==> src/rtl/fetch_unit_pkg.sv <==
// Shared types and constants for the instruction fetch front-end.
package fetch_unit_pkg;

  // Fetch sequencer states: request outstanding, instruction held, timed out.
  typedef enum logic [1:0] {
    ST_REQ   = 2'd0,
    ST_HOLD  = 2'd1,
    ST_FAULT = 2'd2
  } state_t;

  localparam logic [31:0] DEF_RESET_PC = 32'h0000_0000;
  localparam int          DEF_TIMEOUT  = 16;

  // MIPS instruction field positions.
  localparam int OPCODE_MSB   = 31;
  localparam int OPCODE_LSB   = 26;
  localparam int FUNCT_MSB    = 5;
  localparam int FUNCT_LSB    = 0;
  localparam int IMM16_MSB    = 15;
  localparam int IMM16_LSB    = 0;
  localparam int TARGET26_MSB = 25;
  localparam int TARGET26_LSB = 0;

  // Clears the byte-offset bits so every PC is word aligned.
  function automatic logic [31:0] word_align(input logic [31:0] addr);
    return {addr[31:2], 2'b00};
  endfunction

endpackage

==> src/rtl/fetch_unit_if.sv <==
// Instruction memory port of the fetch unit.
// Handshake: the fetch side raises Instr_Req with Instr_Addr and holds both
// stable until the memory answers; a cycle with Instr_Req=1 and Instr_Ack=1
// transfers Instr_Data. Instr_Ack is ignored whenever Instr_Req is low.
interface fetch_unit_if;
  logic        Instr_Req;
  logic [31:0] Instr_Addr;
  logic        Instr_Ack;
  logic [31:0] Instr_Data;

  modport master (output Instr_Req, Instr_Addr, input Instr_Ack, Instr_Data);
  modport slave  (input Instr_Req, Instr_Addr, output Instr_Ack, Instr_Data);
endinterface

==> src/rtl/fetch_unit_next_pc_logic.sv <==
// Next-PC selection: jump, taken branch, or fall through to PC+4.
module fetch_unit_next_pc_logic
  import fetch_unit_pkg::*;
(
  input  logic [31:0] pc,
  input  logic [31:0] instr,
  input  logic        jump,
  input  logic        branch,
  input  logic        zero,
  output logic [31:0] pc_plus4,
  output logic [31:0] next_pc
);

  logic [15:0] imm16;
  logic [25:0] target26;
  logic [31:0] branch_off;
  logic        unused_opcode;

  assign pc_plus4      = pc + 32'd4;
  assign imm16         = instr[IMM16_MSB:IMM16_LSB];
  assign target26      = instr[TARGET26_MSB:TARGET26_LSB];
  assign branch_off    = {{14{imm16[15]}}, imm16, 2'b00};
  // The opcode field is decoded by the control unit, not here.
  assign unused_opcode = ^instr[OPCODE_MSB:OPCODE_LSB];

  // Priority select: jump beats branch, branch needs Zero, else sequential.
  always_comb begin
    next_pc = pc_plus4;
    if (jump) begin
      next_pc = {pc_plus4[31:28], target26, 2'b00};
    end else if (branch && zero) begin
      next_pc = pc_plus4 + branch_off;
    end
  end

endmodule

==> src/rtl/fetch_unit.sv <==
// Instruction fetch front-end: owns the PC, fetches one word per instruction
// over a req/ack port, holds it for the control unit and steps the PC on Commit.
module fetch_unit
  import fetch_unit_pkg::*;
#(
  parameter logic [31:0] RESET_PC = DEF_RESET_PC,
  parameter int          TIMEOUT  = DEF_TIMEOUT
) (
  input  logic                CLK,
  input  logic                RST,
  fetch_unit_if.master        imem,
  input  logic                Commit,
  input  logic                Jump,
  input  logic                Branch,
  input  logic                Zero,
  output logic                Instr_Valid,
  output logic [31:0]         Instr,
  output logic [5:0]          Opcode,
  output logic [5:0]          Funct,
  output logic [31:0]         PC,
  output logic [31:0]         PCPlus4,
  output logic                Fault,
  output state_t              dbg_state
);

  localparam int            CW        = (TIMEOUT > 1) ? $clog2(TIMEOUT) : 1;
  localparam logic [CW-1:0] WAIT_LAST = CW'(TIMEOUT - 1);

  state_t        state_q, state_d;
  logic [31:0]   pc_q, pc_d;
  logic [31:0]   instr_q, instr_d;
  logic [CW-1:0] wait_q, wait_d;
  // Low only during the first cycle after reset release, so the request
  // starts on a clean edge and drops asynchronously when reset asserts.
  logic          run_q, run_d;
  logic [31:0]   next_pc;

  fetch_unit_next_pc_logic u_next_pc_logic (
    .pc       (pc_q),
    .instr    (instr_q),
    .jump     (Jump),
    .branch   (Branch),
    .zero     (Zero),
    .pc_plus4 (PCPlus4),
    .next_pc  (next_pc)
  );

  // Next-state logic: capture on ack, count waits, step the PC on Commit.
  always_comb begin
    state_d = state_q;
    pc_d    = pc_q;
    instr_d = instr_q;
    wait_d  = wait_q;
    run_d   = 1'b1;
    case (state_q)
      ST_REQ: begin
        if (run_q) begin
          if (imem.Instr_Ack) begin
            instr_d = imem.Instr_Data;
            state_d = ST_HOLD;
          end else begin
            wait_d = wait_q + CW'(1);
            if ((TIMEOUT != 0) && (wait_q == WAIT_LAST)) begin
              state_d = ST_FAULT;
            end
          end
        end
      end
      ST_HOLD: begin
        if (Commit) begin
          pc_d    = word_align(next_pc);
          wait_d  = '0;
          state_d = ST_REQ;
        end
      end
      ST_FAULT: begin
        state_d = ST_FAULT;
      end
      default: begin
        state_d = ST_FAULT;
      end
    endcase
  end

  // State and datapath registers with asynchronous active-low reset.
  always_ff @(posedge CLK or negedge RST) begin
    if (!RST) begin
      state_q <= ST_REQ;
      pc_q    <= word_align(RESET_PC);
      instr_q <= '0;
      wait_q  <= '0;
      run_q   <= 1'b0;
    end else begin
      state_q <= state_d;
      pc_q    <= pc_d;
      instr_q <= instr_d;
      wait_q  <= wait_d;
      run_q   <= run_d;
    end
  end

  assign imem.Instr_Req  = run_q && (state_q == ST_REQ);
  assign imem.Instr_Addr = pc_q;
  assign Instr_Valid     = (state_q == ST_HOLD);
  assign Fault           = (state_q == ST_FAULT);
  assign Instr           = instr_q;
  assign Opcode          = instr_q[OPCODE_MSB:OPCODE_LSB];
  assign Funct           = instr_q[FUNCT_MSB:FUNCT_LSB];
  assign PC              = pc_q;
  assign dbg_state       = state_q;

endmodule

==> src/flat_wrapper.sv <==
// flat-port wrapper written by rule: the top's interface ports become plain ports
module fetch_unit_flat import fetch_unit_pkg::*;
#(
  parameter logic [31:0] RESET_PC = DEF_RESET_PC,
  parameter int          TIMEOUT  = DEF_TIMEOUT
)
  (CLK, RST, Commit, Jump, Branch, Zero, Instr_Valid, Instr, Opcode, Funct, PC, PCPlus4, Fault, dbg_state, imem_Instr_Req, imem_Instr_Addr, imem_Instr_Ack, imem_Instr_Data);
  fetch_unit_if imem_i ();
  input  logic CLK;
  input  logic RST;
  input  logic Commit;
  input  logic Jump;
  input  logic Branch;
  input  logic Zero;
  output logic Instr_Valid;
  output logic [31:0] Instr;
  output logic [5:0] Opcode;
  output logic [5:0] Funct;
  output logic [31:0] PC;
  output logic [31:0] PCPlus4;
  output logic Fault;
  output state_t dbg_state;
  output wire logic [$bits(imem_i.Instr_Req)-1:0] imem_Instr_Req;
  output wire logic [$bits(imem_i.Instr_Addr)-1:0] imem_Instr_Addr;
  input wire logic [$bits(imem_i.Instr_Ack)-1:0] imem_Instr_Ack;
  input wire logic [$bits(imem_i.Instr_Data)-1:0] imem_Instr_Data;
  assign imem_Instr_Req = imem_i.Instr_Req;
  assign imem_Instr_Addr = imem_i.Instr_Addr;
  assign imem_i.Instr_Ack = imem_Instr_Ack;
  assign imem_i.Instr_Data = imem_Instr_Data;
  fetch_unit #(.RESET_PC(RESET_PC), .TIMEOUT(TIMEOUT)) u_core (.CLK(CLK), .RST(RST), .imem(imem_i), .Commit(Commit), .Jump(Jump), .Branch(Branch), .Zero(Zero), .Instr_Valid(Instr_Valid), .Instr(Instr), .Opcode(Opcode), .Funct(Funct), .PC(PC), .PCPlus4(PCPlus4), .Fault(Fault), .dbg_state(dbg_state));
endmodule
==> config.mk <==
export PLATFORM = sky130hd
export DESIGN_NAME = fetch_unit_flat
export DESIGN_NICKNAME = d
export VERILOG_FILES = /design/src/rtl/fetch_unit_pkg.sv /design/src/rtl/fetch_unit_if.sv /design/src/rtl/fetch_unit_next_pc_logic.sv /design/src/rtl/fetch_unit.sv /design/src/flat_wrapper.sv
export SDC_FILE = /design/constraint.sdc
export NUM_CORES = 1
export LEC_CHECK = 0
export BUFFER_PORTS_ARGS = -buffer_cell sky130_fd_sc_hd__buf_2
export CAP_MARGIN = 10
export CORE_MARGIN = 8
export CORE_UTILIZATION = 55
export DETAILED_ROUTE_END_ITERATION = 10
export PLACE_DENSITY = 0.85
export SLEW_MARGIN = 20
export SYNTH_ARGS = -nofsm -noshare
export SYNTH_HDL_FRONTEND = slang
export SYNTH_SLANG_ARGS = --single-unit
==> constraint.sdc <==
create_clock -name CLK -period 4.9 [get_ports CLK]
set_input_delay 1.225 -clock CLK [delete_from_list [all_inputs] [get_ports CLK]]
set_output_delay 1.225 -clock CLK [all_outputs]
set_load 0.02 [all_outputs]
==> flow_summary.yaml, run 1 <==
layout:
  final_area_mm2: 0.006675
  fillers: 912
  drive_above_1_share_pct: 32.36
  final_util_pct: 64.95
  area_delta_synth_final_pct: 15.10
  diodes: 0
  fin_nets: 860
detailed_routing:
  dr.pass1.iters: 5
  routed_wl_um: 18380
  vias: 5646
  ant_nets: 0
  wl_per_cell_um: 19.89
  routed_via_density: 6.110
  drc: 0
  drt_iter0_drc: 535
sta:
  setup_viol: 0
  rsz0062_at_grt: "no"
  finClkSkew_ns: 0.01703
  hold_viol_final: 0
  timing.setup.tns_ns: 0
  slew_viol_final: 0
  max-slew-margin-rel_pct: 30.40
  max_freq_mhz: 256.6
  timing.hold.ws_ns: 0.5347
  finalCritPeriodShare_pct: 79.53
  tightestPinTransition_ns: 1.042
  min_period_ns: 3.897
setup_path:
  end_kind: "primary output"
  crit_chain: "ha_1 > and3_1 > nand2_1 > nor4_2 > nand4_1 > xnor2_1 > buf_2"
  slowest_delay_ns: 0.47
  path_buf_inv: 1
  critPathMaxFanout: 6
  cpLargestDelayFamily: "simple AND/OR/NAND/NOR gates"
  cp.required_ns: 3.67
  worstSetupPathType: "reg -> out"
  cp.arrival_ns: 2.67
  r2r-start: "u_core.PC[2]$_DFFE_PN0P_"
  cpMaxStageDelayCell: "nor4_2"
  startpoint_type: "register"
  crit_path_start: "u_core.PC[2]$_DFFE_PN0P_"
logic_synthesis:
  synth-edff-count: 0
  ys_warn_count: 0
  avgSynthCellArea_um2: 8.827
  async_reset_ff_share_pct: 100.0
  yosysSeqAreaShare_pct: 29.77
  syn_area_mm2: 0.005799
  ys.flop_type: "dfrtp_1"
  synth_cell_types: 70
  netlist_instances: 657
  synth_seq_cells: 69
clocking:
  cts_max_level: 3
  cts_buffers: 9
  numClockSinks: 69
  cts-root-buf: "clkbuf_8"
  cts.path.max_buffers: 2
  cts_tree: "built"
  clk_pin_slew_ns: 0.09
  post-cts-setup-buffer-count: 0
  cts_hold_buffers: 0
  insertion_delay_ns: 0.37
  cts-resized-gates: 0
outcome:
  status: "finished, final reports clean"
floorplan:
  core-area_mm2: 0.01028
  std_cell_rows: 37
  initial_core_util_pct: 56.43
  boundaryPins: 184
  die_h_um: 118.7
  dieWidth_um: 118.7
  die-area_mm2: 0.01409
place:
  dpl_cell_area_mm2: 0.006466
  io_buffers: 177
  gp_congestion: 0.9470
  dp_hpwl_um: 14280
global_route:
  grt.total_usage_pct: 25.30
  grt_pass1_vias: 5630
  antenna_found_initial: 0
  grt_max_degree: 44
  grt_first_pass_wirelength_um: 29360
  grt_overflow: 0
pwr:
  powerDensity_mw_per_mm2: 746.4
  total_power_mw: 4.983
  ir_worst_vdd_mv: 0.3414
  leakage_nw: 3.316
hold_path:
  worstHoldStart: "u_core.Instr[29]$_DFFE_PN0P_"
  hold_class: "reg -> reg"
job:
  max_cap_violations: 0
-- Yosys cell counts (all sizes together) (2+ instances only) --
cell type,n,area [µm²]
a22oi,2,15.01
o211ai,7,62.56
xnor2,24,210.2
and4,6,55.05
o21bai,2,15.01
mux2i,6,60.06
ha,37,462.9
nor2b,6,37.54
a211o,2,17.52
xor2,25,226.5
nor4,2,33.78
nor3,14,70.07
clkbuf,22,82.58
nor2,38,142.6
nor3b,3,27.52
a221oi,3,32.53
o211a,2,20.02
a31oi,9,62.56
nand2,51,191.4
nand2b,4,25.02
o31ai,5,42.54
a21o,27,202.7
nand4,10,77.57
and2,8,50.05
mux2,34,382.9
o22ai,2,12.51
or2,3,18.78
a22o,2,17.52
conb,2,7.510
a21oi,51,255.2
a21boi,3,26.28
buf,54,392.9
nand3,26,142.6
o21ai,42,214.0
inv,9,33.78
a211oi,9,72.57
and3,15,96.34
o21a,5,37.54
or3,7,43.79
dfrtp,69,1727
-- report_power, final --
group	switching [mW]	internal, mW
Sequential	0.337	0.760
Combinational	2.12	1.26
Clock	0.261	0.243
Total	2.72	2.26
-- metal layers --
layer / track usage [%] / part of all wire, % / vias to the layer above
li1: - / - / 2576
met4: 8.696 / 1.8 / 0
met3: 5.331 / 9.8 / 31
met5: 0 / 0 / -
met1: 33.00 / 42 / 2716
met2: 40.73 / 47 / 323
-- kinds of logic (layout without fill, tap and decap cells) --
group	Yosys count	after routing	synth area share [%]
buf+inv	85	211	8.781
mux	40	40	7.638
compound gates	179	179	20.09
fa+ha+maj	38	38	8.328
simple gates	195	195	17.73
xor+xnor	49	49	7.530
other cells	2	7	0.1295
flops	69	69	29.77
-- path summary, 6_finish.rpt --
path	endpoint	slack [ns]	cells after the start
setup / recovery	PCPlus4[28]	1.00	7
hold / removal	u_core.Instr[29]$_DFFE_PN0P_	0.53	1
setup reg to reg	u_core.PC[31]$_DFFE_PN0P_	1.02	15
hold reg to reg	u_core.Instr[29]$_DFFE_PN0P_	0.53	1
max in group asynchronous	u_core.Instr[22]$_DFFE_PN0P_	3.24	2
min in group asynchronous	u_core.wait_q[3]$_DFFE_PN0P_	0.85	1
-- per-stage QoR --
| stage | setup slack, ns | instances |
|---|---|---|
| after detailed placement | 1.115 | 908 |
| final | 1.003 | 924 |
| after global routing | 0.8435 | 924 |
| after global placement | 1.246 | 908 |
| after CTS | 1.067 | 924 |
| after floorplan | 1.042 | 662 |
-- placed cells by master, fill, tap and decap left out, types with 4 or more instances in the layout --
cell and count:
a211oi_1 8, o211ai_1 5, a21oi_1 51, clkbuf_8 9, mux2_2 34, nand2b_1 4, o21ai_1 6, and3_1 13
nor2_1 38, buf_4 10, or3_1 7, a21o_1 27, inv_1 9, ha_1 37, a31oi_1 8, o21a_1 5
and4_1 5, nor2b_1 6, conb_1 7, o21ai_0 35, buf_2 176, dfrtp_1 69, nand3_1 25, mux2i_1 6
nand2_1 51, xor2_1 24, nand4_1 9, o31ai_1 4, and2_1 8, nor3_1 14, xnor2_1 24
-- layout make-up --
cell class	instances	area (µm²)	area share, %
clock buffers	9	123.9	1.856
repair buffers	186	955.9	14.32
multi-input cells	508	3582	53.66
flip-flops and latches	69	1727	25.87
inverters	9	33.78	0.5061
clock inverters	7	82.58	1.237
well taps	136	170.2	2.549
-- worst register-to-register path, stage by stage, from the launching register on --
cell and delay (ns):
dfrtp_1 0.44, ha_1 0.26, and3_1 0.24, nand2_1 0.17, nor4_2 0.48, nand4_1 0.28, xnor2_1 0.25, ha_1 0.38
a21o_1 0.20, a21oi_1 0.14, nor2b_1 0.06, a31oi_1 0.17, nand3_1 0.12, xor2_1 0.17, and3_1 0.24, o31ai_2 0.21
-- flip-flops by register name, summed over array words and instances (netlist names) --
name	flops
u_core.run_q	1
u_core.Instr	32
u_core.wait_q	4
u_core.dbg_state	2
u_core.PC	30
(Power assumes the default switching activity.)
==> run 2: changes to the inputs <==
Settings changed: CORE_UTILIZATION 55 to 47, PLACE_DENSITY 0.85 to 0.78.
Clock period 4.9 ns to 3.1 ns, I/O delays scaled along.
==> run 2 against run 1 <==
  * Via count rose by 19%
  * Power increased by 120%
  * Clock power up 87%
  * Largest power group unchanged
  * Register-to-register slack worse by 1.3 ns
  * Critical path type is now reg -> reg
  * Non-clock buffer count is 162 higher
  * Clock skew decreased by 0.0063 ns
  * The run now ends with setup timing left
  * Sequential share of layout area fell by 6.0 points
==> flow_summary.yaml, run 2 (synthesized netlist as in run 1, its figures left out) <==
layout:
  area_delta_synth_final_pct: 51.35
  final_common_cell: "buf_2"
  fillers: 818
  drive_above_1_share_pct: 54.79
  largest_reg_flops: 32
  fin_nets: 1022
  layout.area.seq_mm2: 0.001747
  multiInputGateArea_mm2: 0.004322
  mostFrequentLayoutCells: "buf_2 (173), buf_4 (163), dfrtp_1 (53)"
  diodes: 0
setup_path:
  r2r_slack_ns: -0.26
  end_kind: "register"
  startpoint_type: "register"
  slowest_delay_ns: 0.35
  cp.required_ns: 3.32
  cpLargestDelayFamily: "compound AO/OA/AOI/OAI gates"
  worstSetupPathType: "reg -> reg"
  path_buf_inv: 3
  crit_chain: "and3_4 > and3_4 > buf_6 > nand3_4 > xnor2_4 > ha_4 > a211oi_2 > nor2_1 > a221oi_2 > buf_4 > buf_6 > o21ai_4 > a21o_1 > a21oi_2 > xor2_1 > a211o_1 > nand3_2"
  critPathMaxFanout: 4
  cpMaxStageDelayCell: "dfrtp_2"
  cp.arrival_ns: 3.58
clocking:
  clk_pin_slew_ns: 0.06
  cts.path.max_buffers: 2
  numClockSinks: 69
  cts_buffers: 9
  cts-root-buf: "clkbuf_16"
  insertion_delay_ns: 0.34
  cts_hold_buffers: 0
  cts_tree: "built"
  cts_max_level: 3
global_route:
  grt_overflow: 0
  grt.total_usage_pct: 26.04
  grt_first_pass_wirelength_um: 33780
  grt_pass1_vias: 6351
  antenna_found_initial: 0
  grt_max_degree: 70
pwr:
  leakage_nw: 4.308
  ir_worst_vdd_mv: 0.6313
  powerDensity_mw_per_mm2: 1224
  total_power_mw: 10.74
sta:
  worst_slack_ns: -0.2633
  tightestPinTransition_ns: 0.8941
  timing.setup.tns_ns: -2.797
  max_freq_mhz: 297.3
  max-slew-margin-rel_pct: 40.39
  min_period_ns: 3.363
  finClkSkew_ns: 0.01068
  finalCritPeriodShare_pct: 108.5
  setup_viol: 18
  rsz0062_at_grt: "yes"
  timing.hold.ws_ns: 0.5255
  hold_viol_final: 0
  slew_viol_final: 0
outcome:
  status: "complete, but fails checks"
  violations: "setup timing"
floorplan:
  initial_core_util_pct: 48.28
  std_cell_rows: 40
  die-area_mm2: 0.01615
  die_h_um: 127.1
  boundaryPins: 184
  dieWidth_um: 127.1
  core-area_mm2: 0.01201
detailed_routing:
  drc: 0
  drt_iter0_drc: 825
  routed_via_density: 6.142
  routed_wl_um: 24250
  wl_per_cell_um: 22.13
  ant_nets: 0
  dr.pass1.iters: 6
  vias: 6732
job:
  max_cap_violations: 0
place:
  dp_hpwl_um: 15930
  io_buffers: 177
  gp_congestion: 0.9866
  pre_cts_slack_ns: -0.1577
hold_path:
  hold_class: "reg -> reg"
-- run 2: worst paths after layout --
kind	startpoint	to	depth (start not counted)
setup / recovery	u_core.PC[5]$_DFFE_PN0P_	u_core.PC[17]$_DFFE_PN0P_	17
hold / removal	u_core.Instr[30]$_DFFE_PN0P_	u_core.Instr[30]$_DFFE_PN0P_	1
setup reg to reg	u_core.PC[5]$_DFFE_PN0P_	u_core.PC[17]$_DFFE_PN0P_	17
hold reg to reg	u_core.Instr[30]$_DFFE_PN0P_	u_core.Instr[30]$_DFFE_PN0P_	1
max in group asynchronous	RST	u_core.PC[22]$_DFFE_PN0P_	1
min in group asynchronous	RST	u_core.Instr[3]$_DFFE_PN0P_	1
-- run 2: per-layer routing --
layer  up-vias  track usage [%]  part of all wire [%]
met3       127            5.865                    13
met2       503            42.12                    45
li1       2903                -                     -
met5         -                0                     0
met1      3199            33.38                    37
met4         0            9.447                   4.9
-- run 2: per-stage QoR --
step | instance area, µm² | std cells | utilization (%)
6_report | 8777 | 1096 | 73.07
5_1_grt | 8777 | 1096 | 73.07
4_1_cts | 8318 | 1079 | 69.25
3_5_place_dp | 7752 | 1053 | 64.54
3_3_place_gp | 7752 | 1053 | 64.54
2_1_floorplan | 6110 | 662 | -
-- run 2: where the power goes --
| part | total [mW] | internal (mW) | switching [mW] |
|---|---|---|---|
| clock | 0.941 | 0.533 | 0.408 |
| combinational | 8.21 | 3.60 | 4.61 |
| sequential | 1.59 | 1.22 | 0.367 |
| total | 10.7 | 5.36 | 5.38 |
-- run 2: area by class of cell --
class / instances / share of cell area, %
Multi-Input combinational cell: 508 / 49.24
Inverter: 9 / 0.3849
Timing Repair Buffer: 348 / 25.45
Tap cell: 147 / 2.096
Clock inverter: 5 / 0.3279
Sequential cell: 69 / 19.90
Clock buffer: 10 / 2.609
-- run 2: timing repair --
| item | CTS | global route |
|---|---|---|
| gates resized for setup | 50 | 61 |
| pin swaps | 51 | 62 |
| hold endpoints to repair | 0 | 0 |
| setup endpoints to repair | 15 | 23 |
| setup buffers | 11 | 17 |
-- run 2: worst register-to-register path, delay by kind of cell, from the launching register on --
| kind | cells | cell delay [ns] |
|---|---|---|
| AO/OA/AOI/OAI | 6 | 1.13 |
| adder cells (fa/ha/maj) | 1 | 0.25 |
| AND/OR/NAND/NOR | 5 | 0.73 |
| buffers and inverters | 3 | 0.43 |
| flip-flops | 1 | 0.35 |
| XOR/XNOR | 2 | 0.36 |
